## config.mk

```make
export PLATFORM = sky130hd
export DESIGN_NAME = clk_rst_gen
export DESIGN_NICKNAME = d
export VERILOG_FILES = /design/src/rtl/clk_rst_gen_pkg.sv /design/src/rtl/clk_rst_gen_rst_sync.sv /design/src/rtl/clk_rst_gen.sv
export SDC_FILE = /design/constraint.sdc
export NUM_CORES = 1
export LEC_CHECK = 0
export ABC_AREA = 1
export BUFFER_PORTS_ARGS = -buffer_cell sky130_fd_sc_hd__buf_2
export CELL_PAD_IN_SITES_DETAIL_PLACEMENT = 1
export CELL_PAD_IN_SITES_GLOBAL_PLACEMENT = 1
export CORE_MARGIN = 4
export CORE_UTILIZATION = 39
export DETAILED_ROUTE_END_ITERATION = 7
export PLACE_DENSITY = 0.85
export SLEW_MARGIN = 20
export SYNTH_ARGS = -nofsm -noshare
export SYNTH_HDL_FRONTEND = slang
export SYNTH_SLANG_ARGS = --single-unit
export TNS_END_PERCENT = 1
```

## constraint.sdc

```tcl
create_clock -name clk_i -period 2.5 [get_ports clk_i]
set_input_delay 0.25 -clock clk_i [delete_from_list [all_inputs] [get_ports clk_i]]
set_output_delay 0.25 -clock clk_i [all_outputs]
set_load 0.01 [all_outputs]
```

## src/rtl/clk_rst_gen_pkg.sv

```systemverilog
// -----------------------------------------------------------------------------
// clk_rst_gen_pkg
// Shared constants and helpers for the divided-clock / reset generator.
//   DIV_W_DEFAULT : default width of the divisor and the period counter
//   DIV_MIN       : smallest divisor the generator will run with
//   rel_state_e   : state of the divided-domain reset release
//   clamp_div()   : maps any requested divisor below DIV_MIN onto DIV_MIN
// -----------------------------------------------------------------------------
package clk_rst_gen_pkg;

    localparam int          DIV_W_DEFAULT = 8;
    localparam int unsigned DIV_MIN       = 2;

    typedef enum logic {
        REL_HOLD,
        REL_DONE
    } rel_state_e;

    function automatic int unsigned clamp_div(input int unsigned d);
        return (d < DIV_MIN) ? DIV_MIN : d;
    endfunction

endpackage

```

## src/rtl/clk_rst_gen_rst_sync.sv

```systemverilog
// -----------------------------------------------------------------------------
// rst_sync
// Reset synchroniser: asynchronous assertion, synchronous release after
// STAGES rising edges of clk_i. Shared by the core, UART and flash domains.
//   clk_i     : destination clock
//   reset_n   : asynchronous active-low reset
//   sync_rst_n: synchronised active-low reset (0 while in reset)
// -----------------------------------------------------------------------------
module rst_sync #(
    parameter int STAGES = 2
) (
    input  logic clk_i,
    input  logic reset_n,
    output logic sync_rst_n
);

    logic [STAGES-1:0] sync_q;

    always_ff @(posedge clk_i or negedge reset_n) begin
        if (!reset_n) begin
            sync_q <= '0;
        end else begin
            sync_q <= {sync_q[STAGES-2:0], 1'b1};
        end
    end

    assign sync_rst_n = sync_q[STAGES-1];

endmodule

```

## src/rtl/clk_rst_gen.sv

```systemverilog
// -----------------------------------------------------------------------------
// clk_rst_gen
// Run-time programmable clock divider with a rising-edge enable pulse and a
// divided-domain reset that releases a fixed number of divided periods after
// the board reset is synchronised.
//   clk_i      : source clock
//   reset_n    : asynchronous active-low reset
//   div_i      : requested divisor N (values below 2 are treated as 2)
//   div_load_i : one-cycle request to capture div_i
//   div_busy_o : a captured divisor is waiting for the next period boundary
//   clk_o      : divided clock, high floor(N/2) / low ceil(N/2) cycles
//   clk_en_o   : one clk_i-cycle pulse coincident with each rising clk_o
//   rst_n_o    : divided-domain reset, async assert / sync release
// Build option: define CLK_RST_GEN_DUTY50_EN to stretch the high phase of
// odd divisors by half a clk_i cycle (50% duty) using a negedge flop.
// -----------------------------------------------------------------------------
module clk_rst_gen
    import clk_rst_gen_pkg::*;
#(
    parameter int DIV_W           = DIV_W_DEFAULT,
    parameter int DEFAULT_DIV     = 2,
    parameter int RST_SYNC_STAGES = 2,
    parameter int HOLD_PERIODS    = 4
) (
    input  logic             clk_i,
    input  logic             reset_n,
    input  logic [DIV_W-1:0] div_i,
    input  logic             div_load_i,
    output logic             div_busy_o,
    output logic             clk_o,
    output logic             clk_en_o,
    output logic             rst_n_o
);

    localparam int PCNT_W = $clog2(HOLD_PERIODS + 1);

    logic              run_n;
    logic [DIV_W-1:0]  cnt_q;
    logic [DIV_W-1:0]  cnt_next;
    logic [DIV_W-1:0]  div_q;
    logic [DIV_W-1:0]  pend_q;
    logic              busy_q;
    logic              clk_q;
    logic              clk_next;
    logic              en_q;
    logic              wrap;

    rel_state_e        state_q;
    rel_state_e        state_d;
    logic [PCNT_W-1:0] pcnt_q;
    logic [PCNT_W-1:0] pcnt_d;

    rst_sync #(
        .STAGES (RST_SYNC_STAGES)
    ) u_rst_sync (
        .clk_i      (clk_i),
        .reset_n    (reset_n),
        .sync_rst_n (run_n)
    );

    // Counter is preset to N-1 so the first running edge wraps and starts
    // a fresh period with a rising clk_o and an enable pulse.
    always_comb begin
        wrap     = (cnt_q == (div_q - 1'b1));
        cnt_next = wrap ? '0 : (cnt_q + 1'b1);
        clk_next = (cnt_next < (div_q >> 1));
    end

    always_ff @(posedge clk_i or negedge reset_n) begin
        if (!reset_n) begin
            cnt_q  <= DIV_W'(DEFAULT_DIV - 1);
            div_q  <= DIV_W'(DEFAULT_DIV);
            pend_q <= DIV_W'(DEFAULT_DIV);
            busy_q <= 1'b0;
            clk_q  <= 1'b0;
            en_q   <= 1'b0;
        end else begin
            if (div_load_i) begin
                pend_q <= DIV_W'(clamp_div(32'(div_i)));
                busy_q <= 1'b1;
            end
            if (run_n) begin
                cnt_q <= cnt_next;
                clk_q <= clk_next;
                en_q  <= wrap;
                // A new divisor only takes effect at a period boundary. A load
                // landing on that same edge keeps busy set for the next wrap.
                if (wrap && busy_q) begin
                    div_q <= pend_q;
                    if (!div_load_i) begin
                        busy_q <= 1'b0;
                    end
                end
            end
        end
    end

    // Reset release: count enable pulses, release on pulse HOLD_PERIODS.
    always_comb begin
        state_d = state_q;
        pcnt_d  = pcnt_q;
        case (state_q)
            REL_HOLD: begin
                if (run_n && wrap) begin
                    if (pcnt_q == PCNT_W'(HOLD_PERIODS)) begin
                        state_d = REL_DONE;
                    end else begin
                        pcnt_d = pcnt_q + 1'b1;
                    end
                end
            end
            REL_DONE: begin
                state_d = REL_DONE;
            end
            default: begin
                state_d = REL_HOLD;
            end
        endcase
    end

    always_ff @(posedge clk_i or negedge reset_n) begin
        if (!reset_n) begin
            state_q <= REL_HOLD;
            pcnt_q  <= '0;
        end else begin
            state_q <= state_d;
            pcnt_q  <= pcnt_d;
        end
    end

    assign rst_n_o    = (state_q == REL_DONE);
    assign div_busy_o = busy_q;
    assign clk_en_o   = en_q;

`ifdef CLK_RST_GEN_DUTY50_EN
    logic clk_neg_q;

    always_ff @(negedge clk_i or negedge reset_n) begin
        if (!reset_n) begin
            clk_neg_q <= 1'b0;
        end else begin
            clk_neg_q <= clk_q;
        end
    end

    // The half-cycle-delayed copy only extends the high phase for odd N.
    assign clk_o = clk_q | (div_q[0] & clk_neg_q);
`else
    assign clk_o = clk_q;
`endif

endmodule

```

* Word-level counts from Yosys, hierarchy flattened
Cells that the tools add are included.
Operators by class: multiply operators 0, mux-type cells 9, $add $sub $neg 3, shifts and indexed selects 0, divide/modulo/power cells 0, equal/unequal tests 2, reduce and logical (&&, ||, !) cells 4, bitwise operators 2, order comparisons 2
Operators with widths (number):
- two-way mux 8 bit | 2
- adder 8 x 1 -> 8 bit, second input constant | 1
- == test 8 bit | 1
- < comparator 8 x 2 -> 1 bit, second input constant | 1
- < comparator 8 x 7 -> 1 bit | 1
- subtractor 8 x 1 -> 8 bit, second input constant | 1
- two-way mux 1 bit | 6
- adder 3 x 1 -> 3 bit, second input constant | 1
- == test 3 bit, second input constant | 1
- AND reduction 3 bit | 1
- logical AND 1 bit | 2
- NOT 1 bit | 2
- one-hot mux 1 bit (2 select lines) | 1
- AND reduction 2 bit | 1
Storage, ports and cells: register bits after elaboration 33, memories kept 0, RAM bits 0, output and inout port bits 4, word-level logic and storage cells 31, input bits 11, bits in latches 0, bits in read-only memories 0

* Depth between registers and ports, before layout
depth after elaboration 5, depth in mapped cells 21, gate-level depth less buffers 21

* Cells and area by module
Synthesis repeated with hierarchy kept, for this count alone.
Unflattened totals: cells, all modules 239, area total of the unflattened synthesis 1933.1 um^2
By module, submodules not included:
- clk_rst_gen | times used 1, seq. area each 779.5 um^2, cells each 236, area each 1879.3 um^2
- rst_sync | times used 1, seq. area each 50.0 um^2, cells each 3, area each 53.8 um^2

* Worst setup path before layout
No wires, ideal clock.
kind register -> register, from register div_q[1], to register clk_q (netlist: clk_o), path buffers 0, clock period less this slack 2416 ps, data arrival time 2351 ps, slack 84 ps, setup time 65 ps, cell stages (with the launch flop) 19, required time 2435 ps, path through dfstp_2 -> inv_1 -> ha_1 -> nand2_1 -> inv_1 -> nor2_1 -> nand2_1 -> nor2_1 -> nand3_1 -> nor2_1 -> nand3_2 -> inv_1 -> nor2_1 -> ha_1 -> and3_1 -> and2_1 -> nand2_1 -> nand2_1 -> nand2_1
On the way: cells in the longest elaborated chain, start to end 4
RTL lines:
- start: declaration | line clk_rst_gen.sv:40 | logic [DIV_W-1:0] div_q;
- start signal: assignment | line clk_rst_gen.sv:72 | div_q <= DIV_W'(DEFAULT_DIV);
- start signal: assignment | line clk_rst_gen.sv:89 | div_q <= pend_q;
- subtractor 8 x 1 -> 8 bit | line clk_rst_gen.sv:64 | wrap = (cnt_q == (div_q - 1'b1));
- == test 8 bit | line clk_rst_gen.sv:64
- two-way mux 8 bit | line clk_rst_gen.sv:65 | cnt_next = wrap ? '0 : (cnt_q + 1'b1);
- via cnt_next[6] | line clk_rst_gen.sv:39 | logic [DIV_W-1:0] cnt_next;
- < comparator 8 x 7 -> 1 bit | line clk_rst_gen.sv:66 | clk_next = (cnt_next < (div_q >> 1));
- end signal: assignment | line clk_rst_gen.sv:84 | clk_q <= clk_next;
- end: declaration | line clk_rst_gen.sv:43 | logic clk_q;
The timed path passes the listed nets, and every way through them passes these cells. A chain may end at the register's enable or synchronous reset.

* Worst setup path after layout
Same ends and word-level chain as after synthesis.

==> qor.tcl <==
set qor(run_status) {finished, violations left}
set qor(failed_checks) {negative setup slack}
set qor(share_of_cell_area_taken_by_muxes_after_synthesis_pct) 0
set qor(globalRouteOverflowTotal) 0
set qor(antenna_violations_before_repair) 0
set qor(critical_path_buf_inv_count) 3
set qor(crit_path_max_incr_delay_ns) 0.54
set qor(port-buffer-count) 14
set qor(critical_path.slowest_cell) {sky130_fd_sc_hd__dfstp_2}
set qor(critPathLaunchType) {flop}
set qor(place_inst) 327
set qor(cts_sinks) 33
set qor(detailed_route_wire_length_per_cell_um) 14.14
set qor(total_power_mw) 1.497
set qor(drc) 0
set qor(design.core.area_sq_mm) 0.004723
set qor(power.density_cell_area_mw_per_mm2) 665.2
set qor(post_synth_inst_count) 245
set qor(complex_gate_fraction_of_the_synthesized_area_pct) 8.995
set qor(finalHoldWorstSlack_ns) 0.02660
set qor(first_iter_violations) 47
set qor(switching_power_uw) 537.7
set qor(num_antenna_cells) 0
set qor(track_usage_pct) 17.14
set qor(transition_time_at_the_pin_with_the_least_slew_margin_ns) 0.7576
set qor(worst-endpoint-arrival_ns) 2.79
set qor(postSynthRegisterBits) 33
set qor(place_congestion) 0.8535
set qor(finalNonFillerCells) 340
set qor(fmaxAchievable_ghz) 0.3842
set qor(internal_power_uw) 959.5
set qor(grt_pass1_vias) 1739
set qor(dp_hpwl_um) 3376
set qor(ctsHoldBuffers) 0
set qor(worst_path_most_repeated_cell) {sky130_fd_sc_hd__nand2_1}
set qor(vias) 1651
set qor(cts_tree) {built}
set qor(final_critical_delay_including_setup_and_external_delays_ns) 2.603
set qor(fillers) 600
set qor(slew_viol_final) 0
set qor(worst_path_dominant_cell_family) {simple AND/OR/NAND/NOR gates}
set qor(timing.clock.skew_ns) 0.007192
set qor(grt_first_pass_wirelength_um) 8086
set qor(vdd.ir_drop.worst_mv) 0.3558
set qor(clockRootBuffer) {sky130_fd_sc_hd__clkbuf_8}
set qor(timing.max_cap.violations) 0
set qor(grt_max_degree) 34
set qor(cts_max_path_buffers) 2
set qor(worst-setup-path-type) {reg2reg}
set qor(syn_area_sq_mm) 0.001892
set qor(htree_levels) 2
set qor(rsz0062_at_grt) {yes}
set qor(synth_top_area_share_pct) 39.68
set qor(chipHeight_um) 77.65
set qor(synth_xor_area_share_pct) 3.704
set qor(power.static_leakage_nw) 1.171
set qor(drtPass1Iterations) 4
set qor(setup.worst_path.end_class) {flop}
set qor(pre_cts_ws_ns) -0.1329
set qor(fin_util_pct) 47.66
set qor(drive_above_1_share_pct) 23.08
set qor(maxSlewHeadroom_pct) 49.49
set qor(clock_power_share_pct) 26.6
set qor(worst_slack_ns) -0.1028
set qor(multi_input_area_sq_um) 977.2
set qor(synth_top_family_by_area) {simple AND/OR/NAND/NOR gates}
set qor(die_area_sq_mm) 0.006029
set qor(synth.yosys.seq_area_share_pct) 43.85
set qor(crit_chain) {inv_2 > ha_4 > nand2_2 > inv_2 > nor2_2 > nand2_1 > nor2_1 > nand3_1 > nor2_2 > nand3_4 > o21ai_2 > a21oi_2 > ha_1 > nand2_1 > inv_1 > nand2_1 > nand2_1 > nand2_1 > nand2_1 > nand2_1}
set qor(final-setup-viol-count) 1
set qor(floorplan.die.width_um) 77.65
set qor(pwr-share-seq_pct) 44.3
set qor(hold_path.class) {in2async}
set qor(switching_share_of_total_power_pct) 35.92
set qor(synth_cell_types) 27
set qor(path_clk_slew_ns) 0.07
set qor(critPathMaxFanout) 6
set qor(final.period_utilization_pct) 104.1
set qor(power_frac_comb_pct) 29.2
set qor(syn_avg_cell_area_sq_um) 7.722
set qor(number_of_nets_in_the_synthesized_netlist) 266
set qor(synth-adder-area-share_pct) 6.614
set qor(detailed_route_wire_length_um) 4806
set qor(yosysTopAreaCell) {sky130_fd_sc_hd__dfrtp_1}
set qor(initial_core_util_pct) 40.05
set qor(ys_warn_count) 0
set qor(clk_latency_ns) 0.29
set qor(critPathRequiredTime_ns) 2.69
set qor(post_drt_via_cell_ratio) 4.856
set qor(post_synth_and_or_nand_nor_area_fraction_pct) 28.51
set qor(syn_to_final_growth_pct) 18.98
set qor(row_count) 25
set qor(area.sequential_sq_um) 829.5
set qor(cts_made_buffers) 5
set qor(synthTopCellsByArea) {sky130_fd_sc_hd__dfrtp_1 (40%), sky130_fd_sc_hd__nand2_1 (16%), sky130_fd_sc_hd__ha_1 (6.6%)}
set qor(timing_hold_violations_final) 0
set qor(drtAntennaViolNets) 0
set qor(ioPinCount) 15
set qor(design.final.nets) 293
worst reg2reg max path, cell delays in order, from the launching register on:
cell and delay [ns]:
sky130_fd_sc_hd__dfstp_2 0.54, sky130_fd_sc_hd__inv_2 0.05, sky130_fd_sc_hd__ha_4 0.24, sky130_fd_sc_hd__nand2_2 0.07
sky130_fd_sc_hd__inv_2 0.04, sky130_fd_sc_hd__nor2_2 0.10, sky130_fd_sc_hd__nand2_1 0.07, sky130_fd_sc_hd__nor2_1 0.11
sky130_fd_sc_hd__nand3_1 0.09, sky130_fd_sc_hd__nor2_2 0.16, sky130_fd_sc_hd__nand3_4 0.13, sky130_fd_sc_hd__o21ai_2 0.10
sky130_fd_sc_hd__a21oi_2 0.06, sky130_fd_sc_hd__ha_1 0.31, sky130_fd_sc_hd__nand2_1 0.07, sky130_fd_sc_hd__inv_1 0.06
sky130_fd_sc_hd__nand2_1 0.05, sky130_fd_sc_hd__nand2_1 0.08, sky130_fd_sc_hd__nand2_1 0.06, sky130_fd_sc_hd__nand2_1 0.06
sky130_fd_sc_hd__nand2_1 0.04
area by class of cell:
type	instances	share of cell area, %
inverter	35	6.059
clock inverter	2	0.4447
sequential	33	36.85
timing repair buffer	23	6.281
multi-input combinational	174	43.41
tap	67	3.724
clock buffer	6	3.224
kinds of logic (layout without fill, tap and decap cells):
family | Yosys count | in the layout
adders and majority gates | 10 | 10
AOI/OAI and AO/OA | 32 | 32
xor gates and xnor gates | 8 | 8
buffers and inverters | 38 | 66
other | 1 | 1
DFF | 33 | 33
and+or+nand+nor | 123 | 123
synth_stat cells, drive strengths merged:
cell type / count
o21ai: 25
dfrtp: 30
clkbuf: 2
inv: 34
clkinv: 1
nand3: 11
xnor2: 4
and3: 1
a21oi: 6
nor4: 1
buf: 1
nor2: 24
o21a: 1
conb: 1
dfstp: 3
xor2: 4
nand2: 83
ha: 10
nand4: 1
and2: 2
state kept, by name (all words and copies together) (netlist names):
register,cells
clk_en_o,1
u_rst_sync.sync_q,2
div_busy_o,1
pcnt_q,3
cnt_q,8
rst_n_o,1
div_q,8
clk_o,1
pend_q,8
power by group through the flow:
stage	clock, mW	combinational, mW	sequential (mW)
after detailed placement	0	0.386	0.665
final	0.398	0.437	0.663
after global placement	0	0.361	0.660
after global routing	0.442	0.503	0.674
after floorplan	0	0.273	0.649
after CTS	0.406	0.390	0.656
path summary, 6_finish.rpt:
check | slack (ns) | end | cells after the start | startpoint
max | -0.10 | clk_o | 20 | div_q[1]
min | 0.03 | rst_n_o | 1 | reset_n
max reg2reg | -0.10 | clk_o | 20 | div_q[1]
min reg2reg | 0.35 | u_rst_sync.sync_q[1] | 0 | u_rst_sync.sync_q[0]
max in group asynchronous | 1.99 | u_rst_sync.sync_q[1] | 1 | reset_n
min in group clk_i | 0.17 | pend_q[3] | 3 | div_i[3]
placed cells by master (no fill, tap or decap), types with 2 or more instances in the layout:
cell type,count
sky130_fd_sc_hd__nor2_1,16
sky130_fd_sc_hd__buf_4,8
sky130_fd_sc_hd__xor2_1,4
sky130_fd_sc_hd__nand2_1,78
sky130_fd_sc_hd__nand2_2,5
sky130_fd_sc_hd__clkinv_2,2
sky130_fd_sc_hd__a21oi_2,2
sky130_fd_sc_hd__nand3_1,9
sky130_fd_sc_hd__buf_2,14
sky130_fd_sc_hd__o21ai_2,3
sky130_fd_sc_hd__clkbuf_8,5
sky130_fd_sc_hd__xnor2_1,4
sky130_fd_sc_hd__nor2_2,4
sky130_fd_sc_hd__ha_4,2
sky130_fd_sc_hd__o21ai_0,22
sky130_fd_sc_hd__and2_1,2
sky130_fd_sc_hd__inv_2,5
sky130_fd_sc_hd__inv_4,2
sky130_fd_sc_hd__dfstp_2,3
sky130_fd_sc_hd__nor2_4,3
sky130_fd_sc_hd__ha_1,8
sky130_fd_sc_hd__inv_1,27
sky130_fd_sc_hd__dfrtp_1,30
sky130_fd_sc_hd__a21oi_1,4
through the flow:
stage          setup TNS, ns  area, sq um
2_1_floorplan              0         1892
3_3_place_gp               0         2053
3_5_place_dp         -0.1329         2053
4_1_cts                    0         2166
5_1_grt               -1.216         2251
6_report             -0.1028         2251
repair_timing:
| item | CTS | global route |
|---|---|---|
| pin swaps | 6 | 14 |
| buffers inserted | 2 | 3 |
| setup endpoints to repair | 1 | 12 |
| hold endpoints to repair | 0 | 0 |
| resized for setup | 4 | 17 |
per-layer routing:
metal | global-route usage [%] | share of wire, %
met2 | 28.08 | 50
met5 | 0 | 0
met4 | 8.719 | 2.9
met1 | 21.98 | 44
met3 | 2.320 | 3.4
No activity file was read; power rests on OpenSTA's default activity.
